File: src/rtl/multi_seq.sv
// Sequential shift-add multiplier: one partial product per cycle, WIDTH+1 cycle latency.
// Signed (two's complement) operation is built only when MULTI_SEQ_SIGNED_EN is defined.
module multi_seq #(
    parameter int WIDTH = 32
) (
    input  logic                 clock,
    input  logic                 reset,
    input  logic                 start,
    input  logic                 tc,
    input  logic [WIDTH-1:0]     mlier,
    input  logic [WIDTH-1:0]     mcand,
    output logic                 busy,
    output logic                 valid,
    output logic [2*WIDTH-1:0]   prodt
);

    localparam int CW = $clog2(WIDTH + 1);

    typedef enum logic [1:0] {
        IDLE,
        RUN,
        SIGN
    } state_t;

    state_t state;
    state_t state_nx;

    logic [2*WIDTH-1:0] acc;
    logic [2*WIDTH-1:0] mc_sh;
    logic [WIDTH-1:0]   ml_sh;
    logic [CW-1:0]      cnt;

    logic [WIDTH-1:0]   ml_mag;
    logic [WIDTH-1:0]   mc_mag;
    logic [2*WIDTH-1:0] result;

`ifdef MULTI_SEQ_SIGNED_EN
    logic neg;
    logic neg_nx;

    // The most negative operand negates to itself, which is its correct unsigned magnitude.
    always_comb begin
        ml_mag = (tc && mlier[WIDTH-1]) ? -mlier : mlier;
        mc_mag = (tc && mcand[WIDTH-1]) ? -mcand : mcand;
        neg_nx = tc & (mlier[WIDTH-1] ^ mcand[WIDTH-1]);
        result = (neg && (acc != '0)) ? -acc : acc;
    end
`else
    logic unused_tc;

    assign unused_tc = tc;
    assign ml_mag    = mlier;
    assign mc_mag    = mcand;
    assign result    = acc;
`endif

    always_ff @(posedge clock or posedge reset) begin
        if (reset) begin
            state <= IDLE;
        end else begin
            state <= state_nx;
        end
    end

    always_comb begin
        state_nx = state;
        unique case (state)
            IDLE: begin
                if (start) begin
                    state_nx = RUN;
                end
            end
            RUN: begin
                if (cnt == CW'(1)) begin
                    state_nx = SIGN;
                end
            end
            SIGN: begin
                state_nx = IDLE;
            end
            default: begin
                state_nx = IDLE;
            end
        endcase
    end

    always_comb begin
        busy = (state != IDLE);
    end

    always_ff @(posedge clock or posedge reset) begin
        if (reset) begin
            acc   <= '0;
            mc_sh <= '0;
            ml_sh <= '0;
            cnt   <= '0;
            valid <= 1'b0;
            prodt <= '0;
`ifdef MULTI_SEQ_SIGNED_EN
            neg   <= 1'b0;
`endif
        end else begin
            valid <= 1'b0;
            unique case (state)
                IDLE: begin
                    if (start) begin
                        acc   <= '0;
                        mc_sh <= {{WIDTH{1'b0}}, mc_mag};
                        ml_sh <= ml_mag;
                        cnt   <= CW'(WIDTH);
`ifdef MULTI_SEQ_SIGNED_EN
                        neg   <= neg_nx;
`endif
                    end
                end
                RUN: begin
                    if (ml_sh[0]) begin
                        acc <= acc + mc_sh;
                    end
                    mc_sh <= mc_sh << 1;
                    ml_sh <= ml_sh >> 1;
                    cnt   <= cnt - CW'(1);
                end
                SIGN: begin
                    prodt <= result;
                    valid <= 1'b1;
                end
                default: begin
                    valid <= 1'b0;
                end
            endcase
        end
    end

endmodule
File: config.mk
export PLATFORM = sky130hd
export DESIGN_NAME = multi_seq
export DESIGN_NICKNAME = d
export VERILOG_FILES = /design/src/rtl/multi_seq.sv
export SDC_FILE = /design/constraint.sdc
export NUM_CORES = 1
export LEC_CHECK = 0
export CAP_MARGIN = 10
export CORE_UTILIZATION = 54
export CTS_BUF_LIST = sky130_fd_sc_hd__clkbuf_8
export DETAILED_ROUTE_END_ITERATION = 16
export PLACE_DENSITY = 0.79
export SYNTH_ARGS = -nofsm -noshare
export SYNTH_HDL_FRONTEND = slang
export SYNTH_SLANG_ARGS = --single-unit
File: constraint.sdc
create_clock -name clock -period 8.15 [get_ports clock]
set_input_delay 1.63 -clock clock [delete_from_list [all_inputs] [get_ports clock]]
set_output_delay 1.63 -clock clock [all_outputs]
set_load 0.05 [all_outputs]
==> impl_metrics.tcl <==
set metrics [dict create \
    crit_arrival_ns 2.10 \
    crit_family "buffers and inverters" \
    ctsRootBufferMaster "clkbuf_8" \
    crit_path_top_delay_cell "clkdlybuf4s50_1" \
    cp.required_ns 6.52 \
    die_height_microns 158 \
    p_int_uw 3500 \
    vias 10400 \
    synth_compound_area_frac 0.189 \
    grt_max_degree 102 \
    vdd_drop_max_mv 0.179 \
    clk_path_buf_depth 3 \
    cp.depth 2 \
    combPwrFrac 0.502 \
    rsz0062_at_grt "false" \
    p_sw_frac 0.442 \
    crit_end "busy" \
    tightest_slew_ns 1.10 \
    critPathKind "reg -> out" \
    final_nets 1579 \
    cts_buffers 40 \
    status "finished, final reports clean" \
    track_usage 0.255 \
    grt_pass1_wl_mm 50.4 \
    num_antenna_cells 0 \
    seq_area_frac_synth 0.446 \
    drtPass1Iterations 5 \
    start_util 0.553 \
    yosysWarnings 0 \
    regArea_sq_um 5830 \
    cp-startpoint "state[1]$_DFFE_PP0P_" \
    hp-class "reg -> reg" \
    syn_inst 1339 \
    cap_violations 0 \
    antenna_found_initial 0 \
    drt_iter0_drc 632 \
    net-switching-power_uw 2770 \
    num_rows 56 \
    final.setup.tns_ns 0 \
    hold_start "ml_sh[26]$_DFFE_PP0P_" \
    fmax_mhz 268 \
    period_minus_slack_ns 3.73 \
    setup_viol 0 \
    cp-start-kind "flop" \
    synth_simple_gate_area_frac 0.129 \
    seq_power_share 0.311 \
    cp_cell_sequence "or2_2, clkdlybuf4s50_1" \
    final_core_util 0.655 \
    ys_ff_latch 233 \
    place_congestion 0.948 \
    synth.avg_cell_area_sq_um 9.76 \
    core_sq_um 23600 \
    hold_violations 0 \
    reg2reg_slack_ns 4.72 \
    viasPerCell 5.82 \
    cts_tree "done" \
    reg2reg_to "acc[58]$_DFFE_PP0P_" \
    h-tree-depth 2 \
    drv_slew 0 \
    r2r-start "acc[0]$_DFFE_PP0P_" \
    grt_pass1_vias 10100 \
    final_common_cell "dfrtp_1" \
    path_buf_inv 1 \
    fill_cells 1941 \
    relSlewSlack 0.266 \
    area_growth_pct 18.3 \
    holdPathStages 2 \
    synth_fa_ha_area_frac 0.0638 \
    routed_wirelength_mm 30.5 \
    leakage_uw 0.00722 \
    io_buffers 132 \
    yosysUniqueCellTypes 73 \
    syn_nets 1473 \
    final.setup_skew_ns 0.0289 \
    remaining_drc_errors 0 \
    final_cell_mix "dfrtp_1, nand2_1, o21ai_0" \
    synth_edf_count 0 \
    synth_xor_area_frac 0.0362 \
    worstRegToRegCells 11 \
    io_pins 134 \
    synthMuxAreaShare 0.106 \
    async_flop_share 1.00 \
    cts.clk_slew.worst_paths_ns 0.06 \
    worstSkewPairLatency_ns 0.55 \
    drive_gt1_frac 0.105 \
    die_width_microns 158 \
    synth.cell_area_sq_um 13100 \
    cts_resized 0 \
    powerDensity_nw_per_um2 406 \
    gr-total-overflow 0 \
    die_area_sq_um 24800 \
    ctsHoldBuffers 0 \
    cts.sinks 233 \
    synth-main-ff-cell "dfrtp_1" \
    slowest_delay_ns 0.74 \
    p_clk_frac 0.187 \
    synth_top_family_by_area "compound AO/OA/AOI/OAI gates" \
    multi_input_area_sq_um 6880 \
    dpl.hpwl_mm 21.6 \
    wl_per_cell_microns 17.1 \
    period_share 0.457 \
    ant_nets 0 \
    crit_fanout 9 \
    postCtsSetupBuffers 0 \
    setup.worst_path.end_class "output port" \
]
## worst register-to-register path: stages (launching register included)
cell	delay (ns)
dfrtp_1	0.37
ha_1	0.22
inv_1	0.07
fa_1	0.41
nand4b_1	0.23
a32oi_1	0.54
and3b_1	0.32
o21ai_1	0.13
a21oi_1	0.36
nor3_1	0.16
or4_1	0.43
o211ai_1	0.12
## power groups by stage
stage                     combinational [uW]  clock (uW)  sequential, uW
after floorplan                         2070           0            2190
after global placement                  3040           0            1950
after detailed placement                3120           0            1970
after CTS                               3140        1200            1950
after global routing                    3450        1240            2010
final                                   3150        1170            1950
## synthesized netlist by cell type (19+ instances only)
cell type	number	area (sq um)
a21o_1	22	165
a21oi_1	93	465
a22o_1	36	315
clkbuf_1	59	221
dfrtp_1	233	5830
ha_1	65	813
inv_1	24	90.1
mux2_2	63	709
mux2i_1	66	661
nand2_1	188	706
nand3_1	24	120
nand4_1	23	144
nor2_1	41	154
nor3_1	19	95.1
o21ai_0	150	751
xnor2_1	29	254
xor2_1	25	219
## layer usage
layer / share of wire / up-vias / global-route usage
li1: - / 5065 / -
met1: 0.47 / 5010 / 0.358
met2: 0.45 / 286 / 0.399
met3: 0.062 / 45 / 0.0523
met4: 0.017 / 0 / 0.0684
met5: 0 / - / 0
## registers in the layout, summed over array words and instances (netlist names)
signal  count
state       2
prodt      64
acc        64
valid       1
cnt         6
mc_sh      64
ml_sh      32
## cells by family (layout without fill, tap and decap cells)
logic type      count (synthesis)  after routing
mux                           130            130
simple gates                  361            361
compound gates                394            394
flops                         233            233
fa+ha+maj                      66             66
buf+inv                       101            232
xor+xnor                       54             54
## through the flow
| stage | worst slack (ns) | total power [uW] | hold slack, ns | instance area [sq um] | instances |
|---|---|---|---|---|---|
| 2_1_floorplan | 0.130 | 4260 | 0.450 | 13100 | 1339 |
| 3_3_place_gp | 4.22 | 4980 | 0.462 | 14600 | 1722 |
| 3_5_place_dp | 4.19 | 5090 | 0.471 | 14600 | 1722 |
| 4_1_cts | 4.40 | 6290 | 0.485 | 15500 | 1789 |
| 5_1_grt | 4.36 | 6710 | 0.503 | 15500 | 1789 |
| 6_report | 4.42 | 6270 | 0.478 | 15500 | 1789 |
## how the worst min path moves through the flow
stage,to
floorplan,ml_sh[10]$_DFFE_PP0P_
global placement,ml_sh[18]$_DFFE_PP0P_
detailed placement,ml_sh[26]$_DFFE_PP0P_
CTS,ml_sh[26]$_DFFE_PP0P_
global route,ml_sh[5]$_DFFE_PP0P_
finish,ml_sh[26]$_DFFE_PP0P_
## area by class of cell
class	instances	area share
flip-flops and latches	233	0.377
multi-input cells	1005	0.445
clock inverters	22	0.0163
repair buffers	140	0.0893
inverters	25	0.00655
clock buffers	45	0.0401
well taps	319	0.0258
(Power assumes the default switching activity.)
